===== src/rtl/uart_rx_if.sv =====
// uart_rx_if: signal bundle between the UART receiver and its environment.
//
// Handshake: there is no back-pressure. valid and frame_err are single-cycle
// strobes. The consumer must take data_out in the cycle where valid is high.
// data_out keeps its value between strobes. valid and frame_err are never high
// in the same cycle.
//
// Signals:
//   CLKS_PER_BIT  clocks per bit period (4..8191), sampled at frame start
//   rx            asynchronous serial line, idle high
//   data_out      last correctly framed byte
//   valid         one-cycle strobe: data_out updated with a good frame
//   frame_err     one-cycle strobe: stop bit sampled low
//   busy          receiver is inside a frame (state != IDLE)
//   dbg_state     current FSM state encoding, for observation only
// Modports: slave = receiver side, master = line driver / consumer side.
interface uart_rx_if #(
  parameter int DATA_WIDTH = 8
);
  logic [12:0]           CLKS_PER_BIT;
  logic                  rx;
  logic [DATA_WIDTH-1:0] data_out;
  logic                  valid;
  logic                  frame_err;
  logic                  busy;
  logic [2:0]            dbg_state;

  modport slave (
    input  CLKS_PER_BIT, rx,
    output data_out, valid, frame_err, busy, dbg_state
  );

  modport master (
    output CLKS_PER_BIT, rx,
    input  data_out, valid, frame_err, busy, dbg_state
  );
endinterface


===== src/rtl/uart_rx.sv =====
// uart_rx: 8N1 UART receiver, LSB first, idle-high line.
// The serial input goes through a two-flop synchronizer. The start bit is
// confirmed at mid-bit. Each data bit and the stop bit are then sampled one
// full bit period later, so every sample falls at mid-bit.
//
// Ports:
//   clk  system clock, rising edge
//   rst  asynchronous active-high reset
//   bus  uart_rx_if.slave (CLKS_PER_BIT, rx in; data_out, valid,
//        frame_err, busy, dbg_state out)
module uart_rx #(
  parameter int DATA_WIDTH = 8
) (
  input logic       clk,
  input logic       rst,
  uart_rx_if.slave  bus
);

  typedef enum logic [2:0] {
    S_IDLE  = 3'd0,
    S_START = 3'd1,
    S_DATA  = 3'd2,
    S_STOP  = 3'd3,
    S_DONE  = 3'd4
  } state_t;

  localparam logic [2:0] LAST_BIT = 3'(DATA_WIDTH - 1);

  state_t                r_state, w_state_next;
  logic                  r_sync1, r_sync2;
  logic [12:0]           r_clk_cnt, w_clk_cnt_next;
  logic [2:0]            r_bit_cnt, w_bit_cnt_next;
  logic [DATA_WIDTH-1:0] r_shift, w_shift_next;
  logic [DATA_WIDTH-1:0] r_data, w_data_next;
  logic [12:0]           r_cpb, w_cpb_next;
  logic                  r_valid, w_valid_next;
  logic                  r_ferr, w_ferr_next;

  logic                  w_rx_s;
  logic [12:0]           w_last;
  logic [12:0]           w_half;

  assign w_rx_s = r_sync2;
  assign w_last = r_cpb - 13'd1;
  // Half a bit period measured from the detected falling edge.
  assign w_half = w_last >> 1;

  // Two-flop synchronizer. It resets to the idle level so that reset does
  // not look like a start bit.
  always_ff @(posedge clk or posedge rst) begin
    if (rst) begin
      r_sync1 <= 1'b1;
      r_sync2 <= 1'b1;
    end else begin
      r_sync1 <= bus.rx;
      r_sync2 <= r_sync1;
    end
  end

  always_ff @(posedge clk or posedge rst) begin
    if (rst) begin
      r_state   <= S_IDLE;
      r_clk_cnt <= '0;
      r_bit_cnt <= '0;
      r_shift   <= '0;
      r_data    <= '0;
      r_cpb     <= '0;
      r_valid   <= 1'b0;
      r_ferr    <= 1'b0;
    end else begin
      r_state   <= w_state_next;
      r_clk_cnt <= w_clk_cnt_next;
      r_bit_cnt <= w_bit_cnt_next;
      r_shift   <= w_shift_next;
      r_data    <= w_data_next;
      r_cpb     <= w_cpb_next;
      r_valid   <= w_valid_next;
      r_ferr    <= w_ferr_next;
    end
  end

  always_comb begin
    w_state_next   = r_state;
    w_clk_cnt_next = r_clk_cnt;
    w_bit_cnt_next = r_bit_cnt;
    w_shift_next   = r_shift;
    w_data_next    = r_data;
    w_cpb_next     = r_cpb;
    w_valid_next   = 1'b0;
    w_ferr_next    = 1'b0;

    case (r_state)
      S_IDLE: begin
        if (!w_rx_s) begin
          w_state_next   = S_START;
          w_clk_cnt_next = '0;
          // The bit period is frozen for the whole frame.
          w_cpb_next     = bus.CLKS_PER_BIT;
        end
      end

      S_START: begin
        if (r_clk_cnt == w_half) begin
          w_clk_cnt_next = '0;
          w_bit_cnt_next = '0;
          // If the line is high again at mid-start, treat it as a glitch.
          w_state_next   = w_rx_s ? S_IDLE : S_DATA;
        end else begin
          w_clk_cnt_next = r_clk_cnt + 13'd1;
        end
      end

      S_DATA: begin
        if (r_clk_cnt == w_last) begin
          w_shift_next[r_bit_cnt] = w_rx_s;
          w_clk_cnt_next          = '0;
          if (r_bit_cnt == LAST_BIT) begin
            w_state_next = S_STOP;
          end else begin
            w_bit_cnt_next = r_bit_cnt + 3'd1;
          end
        end else begin
          w_clk_cnt_next = r_clk_cnt + 13'd1;
        end
      end

      S_STOP: begin
        if (r_clk_cnt == w_last) begin
          w_state_next   = S_DONE;
          w_clk_cnt_next = '0;
          if (w_rx_s) begin
            w_data_next  = r_shift;
            w_valid_next = 1'b1;
          end else begin
            w_ferr_next  = 1'b1;
          end
        end else begin
          w_clk_cnt_next = r_clk_cnt + 13'd1;
        end
      end

      // The FSM leaves the stop bit at its middle. A start edge that arrives
      // right after the stop bit therefore finds the FSM already back in IDLE.
      S_DONE:  w_state_next = S_IDLE;

      default: w_state_next = S_IDLE;
    endcase
  end

  assign bus.data_out  = r_data;
  assign bus.valid     = r_valid;
  assign bus.frame_err = r_ferr;
  assign bus.busy      = (r_state != S_IDLE);
  assign bus.dbg_state = r_state;

endmodule

===== src/flat_wrapper.sv =====
// flat-port wrapper written by rule: the top's interface ports become plain ports
module uart_rx_flat 
#(
  parameter int DATA_WIDTH = 8
)
  (clk, rst, bus_CLKS_PER_BIT, bus_rx, bus_data_out, bus_valid, bus_frame_err, bus_busy, bus_dbg_state);
  uart_rx_if #(.DATA_WIDTH(DATA_WIDTH)) bus_i ();
  input logic clk;
  input logic rst;
  input wire logic [$bits(bus_i.CLKS_PER_BIT)-1:0] bus_CLKS_PER_BIT;
  input wire logic [$bits(bus_i.rx)-1:0] bus_rx;
  output wire logic [$bits(bus_i.data_out)-1:0] bus_data_out;
  output wire logic [$bits(bus_i.valid)-1:0] bus_valid;
  output wire logic [$bits(bus_i.frame_err)-1:0] bus_frame_err;
  output wire logic [$bits(bus_i.busy)-1:0] bus_busy;
  output wire logic [$bits(bus_i.dbg_state)-1:0] bus_dbg_state;
  assign bus_i.CLKS_PER_BIT = bus_CLKS_PER_BIT;
  assign bus_i.rx = bus_rx;
  assign bus_data_out = bus_i.data_out;
  assign bus_valid = bus_i.valid;
  assign bus_frame_err = bus_i.frame_err;
  assign bus_busy = bus_i.busy;
  assign bus_dbg_state = bus_i.dbg_state;
  uart_rx #(.DATA_WIDTH(DATA_WIDTH)) u_core (.clk(clk), .rst(rst), .bus(bus_i));
endmodule

===== config.mk =====
export PLATFORM = sky130hd
export DESIGN_NAME = uart_rx_flat
export DESIGN_NICKNAME = d
export VERILOG_FILES = /design/src/rtl/uart_rx_if.sv /design/src/rtl/uart_rx.sv /design/src/flat_wrapper.sv
export SDC_FILE = /design/constraint.sdc
export NUM_CORES = 1
export LEC_CHECK = 0
export BUFFER_PORTS_ARGS = -buffer_cell sky130_fd_sc_hd__buf_2
export CAP_MARGIN = 5
export CORE_MARGIN = 5
export CORE_UTILIZATION = 64
export DETAILED_ROUTE_END_ITERATION = 16
export PLACE_DENSITY = 0.91
export SLEW_MARGIN = 0
export SYNTH_ARGS = -nofsm -noshare
export SYNTH_HDL_FRONTEND = slang
export SYNTH_SLANG_ARGS = --single-unit

===== constraint.sdc =====
create_clock -name clk -period 5.8 [get_ports clk]
set_clock_uncertainty 0.15 [all_clocks]
set_input_delay 0.58 -clock clk [delete_from_list [all_inputs] [get_ports clk]]
set_output_delay 0.58 -clock clk [all_outputs]
set_load 0.05 [all_outputs]

==> impl_metrics.tcl, run 1 <==
set metrics [dict create \
    viasPerCell 6.38 \
    grt_antenna_before_repair 0 \
    crit_path_end_kind "flop" \
    cts_root_buffer "clkbuf_8" \
    antenna_cells 0 \
    synth_cell_type_count 59 \
    grt-ovfl-total 0 \
    period_minus_slack_ns 4.04 \
    final_util_pct 69.5 \
    drive_gt1_share_pct 23.5 \
    async_reset_ff_share_pct 100 \
    r2r_cells 10 \
    clk-insertion-delay-late_ns 0.31 \
    rrSetupSlack_ns 1.76 \
    final_common_cell "dfrtp_1" \
    crit-reg2reg-launch "u_core.r_cpb[0]$_DFFE_PP0P_" \
    worst-endpoint-required_ns 5.89 \
    min_path_type "reg2reg" \
    p_leak_uw 0.00155 \
    tritoncts "built" \
    crit_path_start_kind "flop" \
    place_hpwl_mm 5.15 \
    fp.dieArea_mm2 0.00661 \
    firstDrtPassIters 5 \
    comb_power_share_pct 47.6 \
    fin_setup_tns_ns 0 \
    grt_pass1_vias 2493 \
    hold_buffers 0 \
    status "finished clean" \
    fmax_ghz 0.248 \
    worstPathArrival_ns 4.12 \
    maxCapViolations 0 \
    ant_nets 0 \
    setup_viol 0 \
    synth_warnings 0 \
    via_count 2589 \
    cp_slowest_stage_delay_ns 0.70 \
    synthesis.area_mm2 0.00325 \
    p_sw_share_pct 44.3 \
    drcViolationCount 0 \
    final_hold_viol_count 0 \
    syn_inst 318 \
    min-delay-start "u_core.r_sync1$_DFF_PP1_" \
    htree_levels 2 \
    grt_pass1_wl_mm 12.0 \
    wl_mm 7.01 \
    irDropWorstVdd_uv 386 \
    power_frac_seq_pct 38.8 \
    ys_ff_latch 52 \
    p_total_uw 1450 \
    intPower_uw 809 \
    clk_pin_slew_ns 0.09 \
    seq_area_frac_synth_pct 40.1 \
    layout_common_cells "50 x dfrtp_1, 29 x mux2_2, 29 x buf_2" \
    power_frac_clock_pct 13.6 \
    num-nets-final 355 \
    io_pins 30 \
    path_delay_family "simple AND/OR/NAND/NOR gates" \
    track_usage_pct 23.3 \
    initial_utilization_pct 64.9 \
    critPathMaxFanout 13 \
    synth_fp_nets 338 \
    finalCritPeriodShare_pct 69.6 \
    cts_resized 0 \
    slew_headroom_pct 28.1 \
    drtIter0Drc 202 \
    ys.flop_type "dfrtp_1" \
    die_w_um 81.3 \
    cts_num_sinks 52 \
    die_y_um 81.3 \
    crit_slowest_cell "nor3b_1" \
    cellPowerDensity_mw_per_mm2 417 \
    wl_per_cell_um 17.3 \
    io_buffers 29 \
    grt_max_degree 53 \
    rows 26 \
    post-cts-setup-buffer-count 0 \
    numCtsBuffers 5 \
    synth-edff-count 0 \
    worstReg2RegEnd "u_core.r_clk_cnt[0]$_DFFE_PP0P_" \
    drv_slew 0 \
    syn2layout_area_growth_pct 7.08 \
    worst_pin_slew_ns 1.08 \
    path_buf_inv 1 \
    gp_congestion 0.884 \
    core_area_mm2 0.00501 \
    min_delay_path_depth 0 \
    whs_endpoint "u_core.r_sync2$_DFF_PP1_" \
    worst-setup-path-type "reg2reg" \
    clk_path_buf_depth 2 \
    rsz0062_at_grt "no" \
    post_synth.cell_area_avg_um2 10.2 \
    path_cells "inv_1 > ha_1 > nor3b_1 > nand4_1 > xnor2_1 > nor4_1 > nor4b_1 > mux2_1 > nor2_1 > mux2_2" \
    p_switching_uw 645 \
]
## layout make-up
class,count,area [um^2]
clock buffers,6,72.6
inverters,9,33.8
multi-input cells,238,1830
well taps,70,87.6
repair buffers,29,145
flip-flops and latches,52,1300
fillers,382,1530
clock inverters,2,12.5
## cell usage after synthesis (3+ instances only)
cell | count | area [um^2]
nand3_1 | 5 | 25.0
nor4_1 | 4 | 25.0
o21ai_0 | 17 | 85.1
nand2b_1 | 5 | 31.3
nand2_1 | 13 | 48.8
xnor2_1 | 17 | 149
clkbuf_1 | 12 | 45.0
and2_1 | 3 | 18.8
dfrtp_1 | 50 | 1250
a21oi_1 | 9 | 45.0
mux2_2 | 29 | 327
ha_1 | 4 | 50.1
nand3b_1 | 4 | 30.0
xnor3_1 | 3 | 67.6
o21ai_1 | 4 | 20.0
buf_2 | 4 | 20.0
nand4b_1 | 4 | 35.0
xor2_1 | 8 | 70.1
o31ai_1 | 3 | 22.5
nor2b_1 | 11 | 68.8
inv_1 | 9 | 33.8
nor2_1 | 13 | 48.8
a22o_1 | 15 | 131
nor3_1 | 10 | 50.1
and3_1 | 12 | 75.1
nand4_1 | 10 | 62.6
## cells by family after synthesis
kind of cell,synth area share (%)
compound gates,13.7
buf+inv,3.73
xor+xnor,8.81
flops,40.1
mux,10.4
fa+ha+maj,1.54
simple gates,21.7
## through the flow
stage                     cell area (um^2)  worst slack (ns)  hold slack, ns  std cells
final                                 3480              1.76           0.213        406
after global routing                  3480              1.48           0.214        406
after CTS                             3480              1.84           0.214        406
after detailed placement              3400              1.87           0.201        398
after global placement                3400              2.01           0.196        398
after floorplan                       3250              2.55           0.195        318
## worst max path at each step
stage | start | endpoint | cells after the start
finish | u_core.r_cpb[0]$_DFFE_PP0P_ | u_core.r_clk_cnt[0]$_DFFE_PP0P_ | 10
global placement | u_core.r_cpb[0]$_DFFE_PP0P_ | u_core.r_clk_cnt[0]$_DFFE_PP0P_ | 10
global route | u_core.r_cpb[0]$_DFFE_PP0P_ | u_core.r_clk_cnt[0]$_DFFE_PP0P_ | 10
floorplan | u_core.r_cpb[0]$_DFFE_PP0P_ | u_core.r_bit_cnt[0]$_DFFE_PP0P_ | 11
CTS | u_core.r_cpb[0]$_DFFE_PP0P_ | u_core.r_clk_cnt[0]$_DFFE_PP0P_ | 10
detailed placement | u_core.r_cpb[0]$_DFFE_PP0P_ | u_core.r_clk_cnt[0]$_DFFE_PP0P_ | 10
## power by group through the flow
stage	sequential (uW)	clock (uW)	combinational, uW
after floorplan	504	0	606
after global placement	558	0	666
after detailed placement	566	0	676
after CTS	559	203	682
after global routing	577	221	753
final	564	198	691
## flip-flops by register name, indices dropped and copies added (netlist names)
signal and cells:
u_core.r_bit_cnt 3, u_core.bus.data_out 8, u_core.r_clk_cnt 13, u_core.bus.valid 1
u_core.r_sync2 1, u_core.bus.frame_err 1, u_core.r_cpb 13, u_core.r_sync1 1
u_core.bus.dbg_state 3, u_core.r_shift 8
## per-layer routing
layer / vias to the layer above / GRT usage, % / routed length (um)
met5: - / 0 / 0
met4: 0 / 7.94 / 141
met3: 14 / 4.21 / 452
met2: 105 / 37.0 / 3250
met1: 1254 / 32.2 / 3170
li1: 1216 / - / -
Power figures use the tool's default switching activity.
==> run 2: changes to the inputs <==
--- a/config.mk
+++ b/config.mk
@@ -8,9 +8,9 @@
 export BUFFER_PORTS_ARGS = -buffer_cell sky130_fd_sc_hd__buf_2
 export CAP_MARGIN = 5
 export CORE_MARGIN = 5
-export CORE_UTILIZATION = 64
+export CORE_UTILIZATION = 54
 export DETAILED_ROUTE_END_ITERATION = 16
-export PLACE_DENSITY = 0.91
+export PLACE_DENSITY = 0.82
 export SLEW_MARGIN = 0
 export SYNTH_ARGS = -nofsm -noshare
 export SYNTH_HDL_FRONTEND = slang
==> constraint.sdc (replaced) <==
create_clock -name clk -period 3.48 [get_ports clk]
set_clock_uncertainty 0.15 [all_clocks]
set_input_delay 0.348 -clock clk [delete_from_list [all_inputs] [get_ports clk]]
set_output_delay 0.348 -clock clk [all_outputs]
set_load 0.05 [all_outputs]
==> impl_metrics.tcl, run 2 (synthesis gave the netlist of run 1 again) <==
set metrics [dict create \
    path_cells "or4_4 > buf_4 > nor4_4 > xnor2_1 > a2111o_1 > o41ai_2 > mux2_4 > buf_4 > o21ai_0 > a22o_1" \
    grt_antenna_before_repair 0 \
    drive_gt1_share_pct 30.8 \
    final_common_cell "dfrtp_1" \
    grt_max_degree 53 \
    path_buf_inv 2 \
    status "finished clean" \
    die_w_um 87.6 \
    crit_top_cell "buf_4" \
    slew_headroom_pct 30.6 \
    numCtsBuffers 5 \
    timing.final.ws_setup_ns 0.111 \
    viasPerCell 5.93 \
    path_delay_family "compound AO/OA/AOI/OAI gates" \
    worst-endpoint-required_ns 3.54 \
    crit_path_end_kind "flop" \
    setup_viol 0 \
    drtIter0Drc 147 \
    worst_pin_slew_ns 1.04 \
    via_count 2561 \
    grt_pass1_wl_mm 12.1 \
    irDropWorstVdd_uv 518 \
    top_regs "u_core.r_clk_cnt (13), u_core.r_cpb (13)" \
    period_minus_slack_ns 3.37 \
    gp_congestion 0.969 \
    ant_nets 0 \
    wl_mm 7.27 \
    crit_path_start_kind "flop" \
    antenna_cells 0 \
    io_pins 30 \
    post-cts-setup-buffer-count 0 \
    final_util_pct 62.9 \
    clk_pin_slew_ns 0.10 \
    drv_slew 0 \
    clk_path_buf_depth 2 \
    rows 28 \
    num-nets-final 376 \
    cp_slowest_stage_delay_ns 0.59 \
    clk-insertion-delay-late_ns 0.31 \
    initial_utilization_pct 55.3 \
    p_total_uw 2610 \
    post-place-ws_ns -0.0186 \
    p_leak_uw 0.00166 \
    cellPowerDensity_mw_per_mm2 707 \
    place_hpwl_mm 5.38 \
    worstPathArrival_ns 3.43 \
    critPathMaxFanout 11 \
    crit_start "u_core.r_cpb[0]$_DFFE_PP0P_" \
    crit-reg2reg-launch "u_core.r_cpb[0]$_DFFE_PP0P_" \
    maxCapViolations 0 \
    htree_levels 2 \
    fin_setup_tns_ns 0 \
    core_area_mm2 0.00589 \
    tritoncts "built" \
    io_buffers 29 \
    drcViolationCount 0 \
    layout_common_cells "48 x dfrtp_1, 29 x mux2_2, 29 x buf_2" \
    cts_root_buffer "clkbuf_8" \
    fillerInstances 508 \
    cts_num_sinks 52 \
    syn2layout_area_growth_pct 13.7 \
    wl_per_cell_um 16.8 \
    grt-ovfl-total 0 \
    fp.dieArea_mm2 0.00768 \
    die_y_um 87.6 \
    grt_pass1_vias 2467 \
    track_usage_pct 20.1 \
    worst-setup-path-type "reg2reg" \
    finalCritPeriodShare_pct 96.8 \
    hold_slack_ns 0.0960 \
    fmax_ghz 0.297 \
    final_hold_viol_count 0 \
    firstDrtPassIters 4 \
    min_path_type "in2reg" \
    crit_slowest_cell "or4_4" \
    min-delay-start "bus_CLKS_PER_BIT[0]" \
]
## run 2: cell count changes in the layout (fill, tap and decap cells not counted), moves of 2 or more
| cell | before | now |
|---|---|---|
| buf_4 | 0 | 20 |
| nor3_2 | 1 | 3 |
| dfrtp_2 | 0 | 2 |
| dfrtp_1 | 50 | 48 |
| nor3_1 | 10 | 8 |
| nor2_2 | 1 | 3 |
| nor2_1 | 13 | 11 |
| inv_6 | 0 | 2 |
## run 2: final timing paths
kind / end / slack (ns) / cells past startpoint
hold / removal: u_core.r_cpb[0]$_DFFE_PP0P_ / 0.1 / 3
setup / recovery: u_core.r_clk_cnt[11]$_DFFE_PP0P_ / 0.11 / 10
hold reg to reg: u_core.r_sync2$_DFF_PP1_ / 0.22 / 0
min in group asynchronous: u_core.bus.data_out[0]$_DFFE_PP0P_ / 0.13 / 2
max in group asynchronous: u_core.r_cpb[1]$_DFFE_PP0P_ / 2.35 / 2
setup reg to reg: u_core.r_clk_cnt[11]$_DFFE_PP0P_ / 0.11 / 10
## run 2: layout make-up
type	count	area, um^2	area share (%)
inverter	9	33.8	0.913
sequential	52	1310	35.3
clock inverter	3	25.0	0.676
clock buffer	5	68.8	1.86
multi-input combinational	238	1870	50.5
timing repair buffer	50	305	8.25
tap	75	93.8	2.54
## run 2: metrics by stage
stage               instances  cell area (um^2)
floorplan                 318              3250
global placement          423              3550
detailed placement        423              3550
CTS                       432              3660
global route              432              3700
finish                    432              3700
## run 2: tightest hold or removal path, cell delays in order
cell and delay, ns:
buf_2 0.07, nand2_1 0.03, o21ai_0 0.06
## run 2: layer usage
layer	routed length, um	GRT usage [%]	up-vias
met2	3350	32.1	70
li1	-	-	1249
met5	0	0	-
met4	208	6.14	0
met1	3290	27.8	1224
met3	429	4.05	18
## run 2: repair_timing
item | CTS | global route
endpoints found under the hold margin | 1 | 0
hold buffers | 1 | 0
gates resized for setup | 2 | 11
setup endpoints to repair | 11 | 21
## run 2: where the power goes
group	total [uW]	internal [uW]	switching [uW]
combinational	1350	617	738
sequential	893	711	182
clock	366	147	219
